<file path="config.mk">
export PLATFORM = sky130hd
export DESIGN_NAME = tc_timer
export DESIGN_NICKNAME = d
export VERILOG_FILES = /design/src/rtl/tc_timer.sv
export SDC_FILE = /design/constraint.sdc
export NUM_CORES = 1
export LEC_CHECK = 0
export ABC_AREA = 1
export BUFFER_PORTS_ARGS = -buffer_cell sky130_fd_sc_hd__clkbuf_2
export CAP_MARGIN = 10
export CELL_PAD_IN_SITES_DETAIL_PLACEMENT = 0
export CELL_PAD_IN_SITES_GLOBAL_PLACEMENT = 2
export CORE_MARGIN = 2
export CORE_UTILIZATION = 28
export DETAILED_ROUTE_END_ITERATION = 6
export PLACE_DENSITY = 0.84
export SYNTH_ARGS = -nofsm -noshare
export SYNTH_HDL_FRONTEND = slang
export SYNTH_SLANG_ARGS = --single-unit
export TNS_END_PERCENT = 30
</file>
<file path="constraint.sdc">
create_clock -name clk -period 2.1 [get_ports clk]
set_input_delay 0.21 -clock clk [delete_from_list [all_inputs] [get_ports clk]]
set_output_delay 0.21 -clock clk [all_outputs]
set_load 0.02 [all_outputs]
</file>
<file path="src/rtl/tc_timer.sv">
`timescale 1ns/1ps
`default_nettype none
// ============================================================================
//  Module   : tc_timer
//  Brief    : Bus-mapped 32-bit down-counting timer with one-shot and
//             auto-reload modes and a maskable level interrupt.
//             Registers: 0x0 CTRL, 0x4 PRESET, 0x8 COUNT (RO), 0xC reserved.
//             Optional prescaler enabled by defining TC_PRESCALE_EN.
//  Revision : 1.0 - initial release
// ============================================================================
module tc_timer (
    input  logic        clk,
    input  logic        reset,
    input  logic [31:2] Addr,
    input  logic        WE,
    input  logic [31:0] Din,
    output logic [31:0] Dout,
    output logic        IRQ
);

    localparam logic [1:0] ADDR_CTRL   = 2'd0;
    localparam logic [1:0] ADDR_PRESET = 2'd1;
    localparam logic [1:0] ADDR_COUNT  = 2'd2;

`ifdef TC_PRESCALE_EN
    // EN, MODE, IM plus the prescale field in [15:8]
    localparam logic [31:0] CTRL_MASK = 32'h0000_FF0F;
`else
    // EN, MODE, IM only; everything else reads back as 0
    localparam logic [31:0] CTRL_MASK = 32'h0000_000F;
`endif

    typedef enum logic [1:0] {
        ST_IDLE = 2'd0,
        ST_LOAD = 2'd1,
        ST_CNT  = 2'd2,
        ST_INT  = 2'd3
    } state_t;

    state_t      state_q, state_d;
    logic [31:0] ctrl_q, ctrl_d;
    logic [31:0] preset_q, preset_d;
    logic [31:0] count_q, count_d;
    logic        flag_q, flag_d;

    logic        en;
    logic        auto_reload;
    logic        im;
    logic        step;
    logic        wr_ctrl;
    logic        wr_preset;

    // Only Addr[3:2] selects a register; the bridge already qualified the window
    logic        unused_addr_bits;
    assign unused_addr_bits = ^Addr[31:4];

    assign en          = ctrl_q[0];
    // MODE 1x behaves like one-shot, so only the exact 01 encoding reloads
    assign auto_reload = (ctrl_q[2:1] == 2'b01);
    assign im          = ctrl_q[3];
    assign wr_ctrl     = WE && (Addr[3:2] == ADDR_CTRL);
    assign wr_preset   = WE && (Addr[3:2] == ADDR_PRESET);

`ifdef TC_PRESCALE_EN
    logic [7:0] div_q, div_d;
    logic [7:0] ps;
    assign ps   = ctrl_q[15:8];
    // A count step happens only when the divider has run down to zero
    assign step = (div_q == 8'd0);
`else
    assign step = 1'b1;
`endif

    // Next-state for the FSM and datapath, with the bus write applied last so it wins
    always_comb begin
        state_d  = state_q;
        ctrl_d   = ctrl_q;
        preset_d = preset_q;
        count_d  = count_q;
        flag_d   = flag_q;
`ifdef TC_PRESCALE_EN
        div_d    = div_q;
`endif

        case (state_q)
            ST_IDLE: begin
                if (en) begin
                    state_d = ST_LOAD;
                end
            end
            ST_LOAD: begin
                count_d = preset_q;
                flag_d  = 1'b0;
`ifdef TC_PRESCALE_EN
                div_d   = ps;
`endif
                state_d = ST_CNT;
            end
            ST_CNT: begin
                if (!en) begin
                    state_d = ST_IDLE;
                end else if (step) begin
`ifdef TC_PRESCALE_EN
                    div_d = ps;
`endif
                    if (count_q > 32'd1) begin
                        count_d = count_q - 32'd1;
                    end else begin
                        // Saturate at zero: PRESET of 0 or 1 expires after one step
                        count_d = 32'd0;
                        flag_d  = 1'b1;
                        state_d = ST_INT;
                    end
                end else begin
`ifdef TC_PRESCALE_EN
                    div_d = div_q - 8'd1;
`endif
                end
            end
            ST_INT: begin
                if (auto_reload) begin
                    // EN stays set so the timer reloads; flag is a 1-cycle pulse
                    flag_d = 1'b0;
                end else begin
                    // One-shot: stop, but keep the flag until software clears it
                    ctrl_d[0] = 1'b0;
                end
                state_d = ST_IDLE;
            end
            default: begin
                state_d = ST_IDLE;
            end
        endcase

        // Bus writes override the FSM's EN clear; any CTRL write clears the flag
        if (wr_ctrl) begin
            ctrl_d = Din & CTRL_MASK;
            flag_d = 1'b0;
        end
        if (wr_preset) begin
            preset_d = Din;
        end
    end

    // State and register update; reset dominates any simultaneous bus write
    always_ff @(posedge clk) begin
        if (reset) begin
            state_q  <= ST_IDLE;
            ctrl_q   <= 32'd0;
            preset_q <= 32'd0;
            count_q  <= 32'd0;
            flag_q   <= 1'b0;
`ifdef TC_PRESCALE_EN
            div_q    <= 8'd0;
`endif
        end else begin
            state_q  <= state_d;
            ctrl_q   <= ctrl_d;
            preset_q <= preset_d;
            count_q  <= count_d;
            flag_q   <= flag_d;
`ifdef TC_PRESCALE_EN
            div_q    <= div_d;
`endif
        end
    end

    // Combinational read mux; the reserved slot reads as zero
    always_comb begin
        Dout = 32'd0;
        case (Addr[3:2])
            ADDR_CTRL:   Dout = ctrl_q;
            ADDR_PRESET: Dout = preset_q;
            ADDR_COUNT:  Dout = count_q;
            default:     Dout = 32'd0;
        endcase
    end

    assign IRQ = flag_q & im;

endmodule
`default_nettype wire

</file>
==> results of run 1 <==
==> sequential cells by signal, indices dropped and copies added (netlist names) <==
name / flops
ctrl_q: 4
preset_q: 32
state_q: 2
flag_q: 1
count_q: 32
==> placed cells by master (no fill, tap or decap), types with 3 or more instances in the layout <==
master / netlist / final
inv_1: 85 / 85
o21ai_1: 13 / 13
clkbuf_8: 0 / 3
a21oi_1: 70 / 70
xor2_1: 6 / 6
nor2_1: 45 / 45
o21ai_0: 55 / 55
nand3_1: 44 / 44
buf_4: 2 / 17
clkbuf_16: 0 / 9
dfxtp_1: 71 / 71
nand2_2: 3 / 4
o221ai_1: 4 / 4
nand4_1: 8 / 8
inv_2: 4 / 4
nor2_4: 5 / 5
nor2_2: 14 / 14
clkbuf_2: 0 / 69
o22ai_1: 36 / 36
nand2_1: 135 / 134
clkbuf_1: 17 / 3
==> final timing paths <==
check                     end  slack (ns)         start  depth (start not counted)
hold reg to reg   count_q[18]        0.47  preset_q[18]                          2
hold / removal      ctrl_q[3]        0.13        Din[3]                          3
setup reg to reg  count_q[28]        0.21    count_q[0]                         10
setup / recovery  count_q[28]        0.21    count_q[0]                         10
==> tightest hold or removal path: stages <==
cell	delay, ns
clkbuf_2	0.08
o21ai_0	0.07
nor2_1	0.08
==> final cells by class <==
cell class,count,area (um^2)
inverters,89,334
fillers,1599,9480
clock buffers,15,278
repair buffers,88,513
flip-flops and latches,71,1420
multi-input cells,448,2220
well taps,184,230
==> cell families (layout without fill, tap and decap cells) <==
kind of cell / after synthesis / after routing / share of synthesized area
and+or+nand+nor: 260 / 260 / 0.284
AOI/OAI and AO/OA: 180 / 180 / 0.234
buffers and inverters: 121 / 192 / 0.119
DFF: 71 / 71 / 0.344
xor gates and xnor gates: 6 / 6 / 0.0127
adders and majority gates: 2 / 2 / 0.00606
==> per-layer routing <==
metal | up-vias | routed length (um) | part of all wire
li1 | 2250 | - | -
met1 | 1952 | 6300 | 0.47
met5 | - | 0 | 0
met4 | 0 | 227 | 0.017
met2 | 123 | 5980 | 0.45
met3 | 17 | 810 | 0.061
==> power by group <==
part / switching, mW / internal [mW] / leakage [nW]
logic: 0.490 / 0.248 / 1.59
registers: 0.0373 / 1.40 / 0.578
clock network: 0.580 / 0.892 / 0.136
total: 1.11 / 2.54 / 2.30
==> metrics by stage <==
step                      std cells  hold slack [ns]  utilization  setup WS (ns)  power [mW]
after global routing            895            0.151        0.345        0.00336        3.83
final                           895            0.134        0.345          0.213        3.65
after detailed placement        880            0.459        0.326          0.260        2.20
after CTS                       895            0.125        0.345          0.232        3.68
after floorplan                 640            0.375            -          0.588        1.98
after global placement          880            0.458        0.326          0.308        2.19
==> flow_summary.toml, run 1 <==
[clock_network]
post_cts_resized = 0
cts_root_buf = "clkbuf_16"
clk_latency_ns = 0.35
cts_max_path_buffers = 2
htree_num_levels = 3
postCtsHoldBufs = 0
cts_setup_buffers = 0
cts_tree = "yes"
cts_sinks = 71
clk_pin_slew_ns = 0.06
cts_inserted_buffers = 9

[sta]
worstMarginPinSlew_ns = 0.382
slew_headroom = 0.744
fin_tns_setup_ns = 0
fin_crit_sh = 0.899
min_period_ns = 1.89
rsz0062_at_grt = "false"
fmax_ghz = 0.530
setup_viol = 0
finalMaxSlewViolations = 0
finalHoldViolCount = 0
skew_ns = 0.00729

[synth]
synthCells = 640
synth_top_cell_area_share = 0.344
yosys_warnings = 0
async_flop_share = 0
netlist_top_cells_area = "dfxtp_1 (34%), nand2_1 (12%), a21oi_1 (8.5%)"
synth_most_common_cell = "nand2_1"
syn-cell-area_um2 = 4130
yosysTopAreaCell = "dfxtp_1"
syn_nets = 707
ys_types = 28
synth_ff_type = "dfxtp_1"
syn_avg_cell_area_um2 = 6.46
ys_ff_latch = 71
synth_edf_count = 0
yosysSeqAreaShare = 0.344
synthTopCellsByCount = "nand2_1 (135), inv_1 (85), dfxtp_1 (71), a21oi_1 (70), o21ai_0 (55)"

[place]
post-dp-hpwl_um = 9650
io_buffers = 69
placed_area_um2 = 4720
gp_congestion = 0.879

[die]
ios = 98
start_util = 0.285
fp.dieH_um = 125
die_x_um = 125
die_area_um2 = 15700
rows = 44
fp.coreArea_um2 = 14500

[route]
drt_iter0_drc = 394
wl_per_cell_um = 14.9
drc = 0
vias = 4342
first_pass_iters = 5
via_per_inst = 4.85
wl_um = 13300
ant_nets = 0

[grt]
grt_max_degree = 55
grt_overflow = 0
grtUsageMet1 = 0.235
grt_pass1_vias = 4296
grtUsageMet3 = 0.0351
grtUsageMet2 = 0.275
grt_antenna_before_repair = 0
grt_pass1_wl_um = 21900
gr-usage-all-layers = 0.174
grt.busiest_layer = "met2"

[setup_path]
cp_top_family = "simple AND/OR/NAND/NOR gates"
required_ns = 2.38
crit_path_start_kind = "flip-flop"
critPathSlowestCell = "dfxtp_1"
worstSetupPathType = "reg2reg"
crit_top_cell = "nand2_1"
slowest_delay_ns = 0.33
endpoint_kind = "flip-flop"
critPathBufInv = 1
worstPathArrival_ns = 2.17
worstPathCellList = "inv_1, ha_1, nand2_1, nor2_2, nand2_2, nor2_2, nand2_1, nand2_1, nand3_1, a21oi_1"
critPathMaxFanout = 4

[cells_and_area]
n_antenna_cell = 0
layout-drive-gt1-share = 0.188
area_growth_pct = 21.0
nNetsFinal = 774
post-route-cell-area_um2 = 5000

[power_and_ir_drop]
max-vdd-ir-drop_mv = 0.382
p_per_area_nw_per_um2 = 730
leakagePower_nw = 2.30

[run_status]
run_status = "finished, final reports clean"

[min_path]
worstHoldPathType = "in2reg"

[run]
maxCapViolCount = 0
(Power assumes the default switching activity.)
==> inputs of run 2 (changes only) <==
--- a/config.mk
+++ b/config.mk
@@ -11,9 +11,9 @@
 export CELL_PAD_IN_SITES_DETAIL_PLACEMENT = 0
 export CELL_PAD_IN_SITES_GLOBAL_PLACEMENT = 2
 export CORE_MARGIN = 2
-export CORE_UTILIZATION = 28
+export CORE_UTILIZATION = 31
 export DETAILED_ROUTE_END_ITERATION = 6
-export PLACE_DENSITY = 0.84
+export PLACE_DENSITY = 0.91
 export SYNTH_ARGS = -nofsm -noshare
 export SYNTH_HDL_FRONTEND = slang
 export SYNTH_SLANG_ARGS = --single-unit
==> constraint.sdc (replaced) <==
create_clock -name clk -period 2.3 [get_ports clk]
set_input_delay 0.23 -clock clk [delete_from_list [all_inputs] [get_ports clk]]
set_output_delay 0.23 -clock clk [all_outputs]
set_load 0.02 [all_outputs]
==> flow_summary.toml, run 2 (synthesis gave the netlist of run 1 again) <==
[sta]
rsz0062_at_grt = "false"
layout_setup_ws_ns = 0.397
skew_ns = 0.0104
finalHoldViolCount = 0
slew_headroom = 0.676
fmax_ghz = 0.525
finalMaxSlewViolations = 0
worstMarginPinSlew_ns = 0.485
setup_viol = 0
fin_tns_setup_ns = 0
min_period_ns = 1.90
fin_crit_sh = 0.827

[setup_path]
critPathBufInv = 3
worstPathArrival_ns = 2.18
worstPathCellList = "inv_1, ha_1, inv_1, nand2_1, nand2_1, nor2_1, nand2_1, nor2_2, nand2_2, nand2_4, inv_2, nand3_1, a21oi_1"
path_depth = 13
reg2reg_from = "count_q[0]"
required_ns = 2.57
critPathMaxFanout = 13
worstRegToRegCells = 13
worstSetupPathType = "reg2reg"
crit_top_cell = "nand2_1"
endpoint_kind = "flip-flop"
slowest_delay_ns = 0.35
r2r-end = "count_q[25]"
cp-endpoint = "count_q[25]"
cp_top_family = "simple AND/OR/NAND/NOR gates"
critPathSlowestCell = "dfxtp_1"
r2r_slack_ns = 0.40
crit_path_start_kind = "flip-flop"
startpoint = "count_q[0]"

[cells_and_area]
layout_commonest_cell = "nand2_1"
most-common-layout-cells = "nand2_1 (134), inv_1 (85), dfxtp_1 (71)"
reg.largest.list = "count_q: 32 flops, preset_q: 32 flops, ctrl_q: 4 flops"
post-route-cell-area_um2 = 4960
nNetsFinal = 773
n_antenna_cell = 0
layout-drive-gt1-share = 0.188
area_growth_pct = 20.1
fin_cells = 883

[route]
drt_iter0_drc = 306
top_layer = "met4"
wl_um = 13500
met3_length_um = 740
ant_nets = 0
wl_per_cell_um = 15.3
via_per_inst = 4.95
first_pass_iters = 5
vias = 4370
route.met2.wl_um = 6150
drc = 0
drt-met1-wl_um = 6380

[clock_network]
postCtsHoldBufs = 0
cts_inserted_buffers = 9
cts_root_buf = "clkbuf_16"
cts_sinks = 71
cts_max_path_buffers = 2
post_cts_resized = 0
cts_setup_buffers = 0
cts_tree = "yes"
clk_latency_ns = 0.35
htree_num_levels = 3
clk_pin_slew_ns = 0.06

[place]
io_buffers = 69
placed_area_um2 = 4700
post-dp-hpwl_um = 9820
gp_congestion = 0.871
pre_cts_ws_ns = 0.395
dp_cells = 871

[grt]
gr-usage-all-layers = 0.196
grt_antenna_before_repair = 0
grt_pass1_vias = 4192
grt_max_degree = 36
grt_pass1_wl_um = 21700
grt_overflow = 0

[die]
start_util = 0.314
die_x_um = 119
ios = 98
die_area_um2 = 14300
fp.dieH_um = 119
fp.coreArea_um2 = 13100
rows = 42

[power_and_ir_drop]
combPwrFrac = 0.208
max-vdd-ir-drop_mv = 0.308
switchingPower_mw = 1.00
p_per_area_nw_per_um2 = 659
p_seq_frac = 0.402
p_clk_frac = 0.391
sw_frac_of_total = 0.306
internal_power_mw = 2.27
leakagePower_nw = 2.29

[min_path]
worstHoldPathType = "in2reg"

[run_status]
run_status = "finished, final reports clean"

[run]
maxCapViolCount = 0
-- run 2: cell types whose count changed in the layout (fill, tap and decap cells not counted) --
cell / delta
clkbuf_1: -3
buf_4: -1
clkbuf_8: -1
clkinvlp_4: +1
-- run 2: metal layers --
metal,track usage,up-vias
met4,0.0559,0
met2,0.308,112
met1,0.266,2002
met3,0.0465,17
li1,-,2239
met5,0,-
-- run 2: power groups by stage --
stage	combinational, mW	sequential, mW	clock, mW
after detailed placement	0.679	1.34	0
after floorplan	0.475	1.33	0
after global placement	0.670	1.34	0
after CTS	0.682	1.31	1.31
after global routing	0.762	1.32	1.36
final	0.679	1.31	1.28
-- run 2: per-stage QoR --
step           utilization  hold slack [ns]  power [mW]
6_report             0.378            0.159        3.27
5_1_grt              0.378            0.165        3.44
4_1_cts              0.378            0.153        3.30
2_1_floorplan            -            0.395        1.80
3_3_place_gp         0.358            0.458        2.01
3_5_place_dp         0.358            0.457        2.02
-- run 2: cell type report --
type                       count  area (um^2)
fill                        1453         8180
multi-input combinational    448         2220
sequential                    71         1420
timing repair buffer          87          505
inverter                      89          334
clock buffer                  11          253
tap                          176          220
clock inverter                 1         7.51
-- run 2: worst register-to-register path, stage by stage, from the launching register on --
cell,delay (ns)
dfxtp_1,0.35
inv_1,0.10
ha_1,0.25
inv_1,0.07
nand2_1,0.06
nand2_1,0.05
nor2_1,0.04
nand2_1,0.07
nor2_2,0.04
nand2_2,0.09
nand2_4,0.11
inv_2,0.29
nand3_1,0.15
a21oi_1,0.16
-- run 2: worst min path at each step --
stage / start / endpoint / slack, ns / cells after the start
6_report: Din[3] / ctrl_q[3] / 0.16 / 3
5_1_grt: Din[1] / ctrl_q[1] / 0.16 / 3
4_1_cts: Din[9] / preset_q[9] / 0.15 / 3
3_5_place_dp: preset_q[18] / count_q[18] / 0.46 / 2
3_3_place_gp: flag_q / flag_q / 0.46 / 2
2_1_floorplan: Din[0] / preset_q[0] / 0.39 / 2
==> inputs of run 3 (changes only) <==
--- a/config.mk
+++ b/config.mk
@@ -5,15 +5,15 @@
 export SDC_FILE = /design/constraint.sdc
 export NUM_CORES = 1
 export LEC_CHECK = 0
-export ABC_AREA = 1
+export ABC_AREA = 0
 export BUFFER_PORTS_ARGS = -buffer_cell sky130_fd_sc_hd__clkbuf_2
 export CAP_MARGIN = 10
 export CELL_PAD_IN_SITES_DETAIL_PLACEMENT = 0
 export CELL_PAD_IN_SITES_GLOBAL_PLACEMENT = 2
 export CORE_MARGIN = 2
-export CORE_UTILIZATION = 31
+export CORE_UTILIZATION = 27
 export DETAILED_ROUTE_END_ITERATION = 6
-export PLACE_DENSITY = 0.91
+export PLACE_DENSITY = 0.81
 export SYNTH_ARGS = -nofsm -noshare
 export SYNTH_HDL_FRONTEND = slang
 export SYNTH_SLANG_ARGS = --single-unit
==> constraint.sdc (replaced) <==
create_clock -name clk -period 1.6 [get_ports clk]
set_input_delay 0.16 -clock clk [delete_from_list [all_inputs] [get_ports clk]]
set_output_delay 0.16 -clock clk [all_outputs]
set_load 0.02 [all_outputs]
==> flow_summary.toml, run 3 <==
[run_status]
run_status = "complete, but fails checks"
violations = "negative setup slack"

[cells_and_area]
fin_cells = 862
fin_util = 0.416
layout-drive-gt1-share = 0.398
fillerInstances = 1474
area_growth_pct = 51.3
seqCellArea_um2 = 1440
layout_commonest_cell = "buf_4"
nNetsFinal = 741
most-common-layout-cells = "buf_4 (109), nand2_1 (95), clkbuf_2 (69)"
reg.largest.list = "count_q: 32 flops, preset_q: 32 flops, ctrl_q: 4 flops"
n_antenna_cell = 0
multi_input_area_um2 = 2650

[clock_network]
postCtsHoldBufs = 0
cts_tree = "yes"
cts_inserted_buffers = 9
cts_root_buf = "clkbuf_16"
clk_latency_ns = 0.34
cts_sinks = 71
htree_num_levels = 3
clk_pin_slew_ns = 0.05
cts_max_path_buffers = 2

[setup_path]
endpoint_kind = "flip-flop"
critPathMaxFanout = 2
startpoint = "count_q[17]"
crit_path_start_kind = "flip-flop"
required_ns = 1.87
worstSetupPathType = "reg2reg"
slowest_delay_ns = 0.52
worstPathArrival_ns = 2.31
critPathSlowestCell = "or4_4"
worstPathCellList = "nor4_4, buf_4, nand2_2, or4_4, or4_4, a31oi_1"
reg2reg_from = "count_q[17]"
crit_top_cell = "or4_4"

[power_and_ir_drop]
max-vdd-ir-drop_mv = 0.516
p_total_mw = 4.32
p_per_area_nw_per_um2 = 718
leakagePower_nw = 2.56

[synth]
synthCells = 513
netlist_top_cells_area = "dfxtp_1 (36%), nand2_1 (9.2%), a22o_1 (6.2%)"
syn_avg_cell_area_um2 = 7.75
synth_ff_type = "dfxtp_1"
synth_top_cell_area_share = 0.357
synth_edf_count = 0
yosysSeqAreaShare = 0.357
ys_types = 61
syn-cell-area_um2 = 3980
yosys_warnings = 0
yosysTopAreaCell = "dfxtp_1"
syn_nets = 580
synth_most_common_cell = "nand2_1"
synthTopCellsByCount = "nand2_1 (97), dfxtp_1 (71), a21oi_1 (45), clkbuf_1 (32), a22o_1 (28)"
async_flop_share = 0
ys_ff_latch = 71

[sta]
rsz0062_at_grt = "true"
fmax_ghz = 0.490
slew_headroom = 0.754
worstMarginPinSlew_ns = 0.369
finalMaxSlewViolations = 0
layout_setup_ws_ns = -0.442
finalHoldViolCount = 0
setup_viol = 34
fin_crit_sh = 1.28
skew_ns = 0.00404
fin_tns_setup_ns = -9.94
min_period_ns = 2.04
fin_hold_ws_ns = 0.0319

[die]
start_util = 0.275
die_x_um = 125
die_area_um2 = 15700
rows = 44
fp.coreArea_um2 = 14500
ios = 98
fp.dieH_um = 125

[min_path]
hold_path_startpoint = "Din[25]"
worstHoldPathType = "in2reg"

[grt]
grt_pass1_vias = 4790
grt_overflow = 0
grt_pass1_wl_um = 25100
grt_antenna_before_repair = 0
grt_max_degree = 33
gr-usage-all-layers = 0.201

[route]
first_pass_iters = 6
ant_nets = 0
vias = 4644
wl_per_cell_um = 17.8
via_per_inst = 5.39
drt_iter0_drc = 292
drc = 0
wl_um = 15400

[place]
dp_cells = 845
io_buffers = 69
post-dp-hpwl_um = 11500
gp_congestion = 0.926

[run]
maxCapViolCount = 0
==> run 3: kinds of logic after synthesis <==
group / Yosys count / synth area share
AND/OR/NAND/NOR: 214 / 0.275
AO/OA/AOI/OAI: 165 / 0.286
flip-flops: 71 / 0.357
buffers and inverters: 54 / 0.0579
multiplexers: 7 / 0.0176
adder cells (fa/ha/maj): 2 / 0.00629
==> run 3: final cells by class <==
class / instances / area share
Tap cell: 184 / 0.0382
Multi-Input combinational cell: 388 / 0.441
Timing Repair Buffer: 195 / 0.230
Sequential cell: 71 / 0.239
Inverter: 9 / 0.00603
Clock buffer: 15 / 0.0461
==> run 3: layer usage <==
layer | GRT usage | part of all wire
met5 | 0 | 0
met4 | 0.0843 | 0.024
met3 | 0.0441 | 0.038
met2 | 0.325 | 0.47
met1 | 0.260 | 0.47
==> run 3: per-stage QoR <==
stage	cell area [um^2]	setup slack (ns)
after floorplan	4110	-0.376
after global placement	5440	-0.440
after detailed placement	5440	-0.486
after CTS	5890	-0.445
after global routing	6020	-0.506
final	6020	-0.442
==> run 3: path summary, 6_finish.rpt <==
kind         depth (start not counted)           end  slack, ns
min reg2reg                          2  preset_q[17]       0.47
min                                  3  preset_q[25]       0.03
max reg2reg                          6   count_q[23]      -0.44
max                                  6   count_q[23]      -0.44
==> run 3: repair_timing <==
| action | CTS | global route |
|---|---|---|
| endpoints found under the setup margin | 34 | 35 |
| buffers inserted | 2 | 1 |
| pin swaps | 19 | 14 |
| resized for setup | 35 | 32 |
| hold endpoints to repair | 0 | 0 |
| gates cloned | 0 | 0 |
==> run 3: worst max-delay path, delay by kind of cell, from the launching register on <==
family                 cells  cell delay [ns]
buffers and inverters      1             0.17
flip-flops                 1             0.33
AO/OA/AOI/OAI              1             0.15
AND/OR/NAND/NOR            4             1.32
==> run 3: where the power goes <==
| group | total [mW] | leakage, nW | switching, mW | internal [mW] |
|---|---|---|---|---|
| combinational | 0.567 | 1.84 | 0.313 | 0.254 |
| clock | 1.92 | 0.136 | 0.753 | 1.17 |
| sequential | 1.83 | 0.580 | 0.0293 | 1.80 |
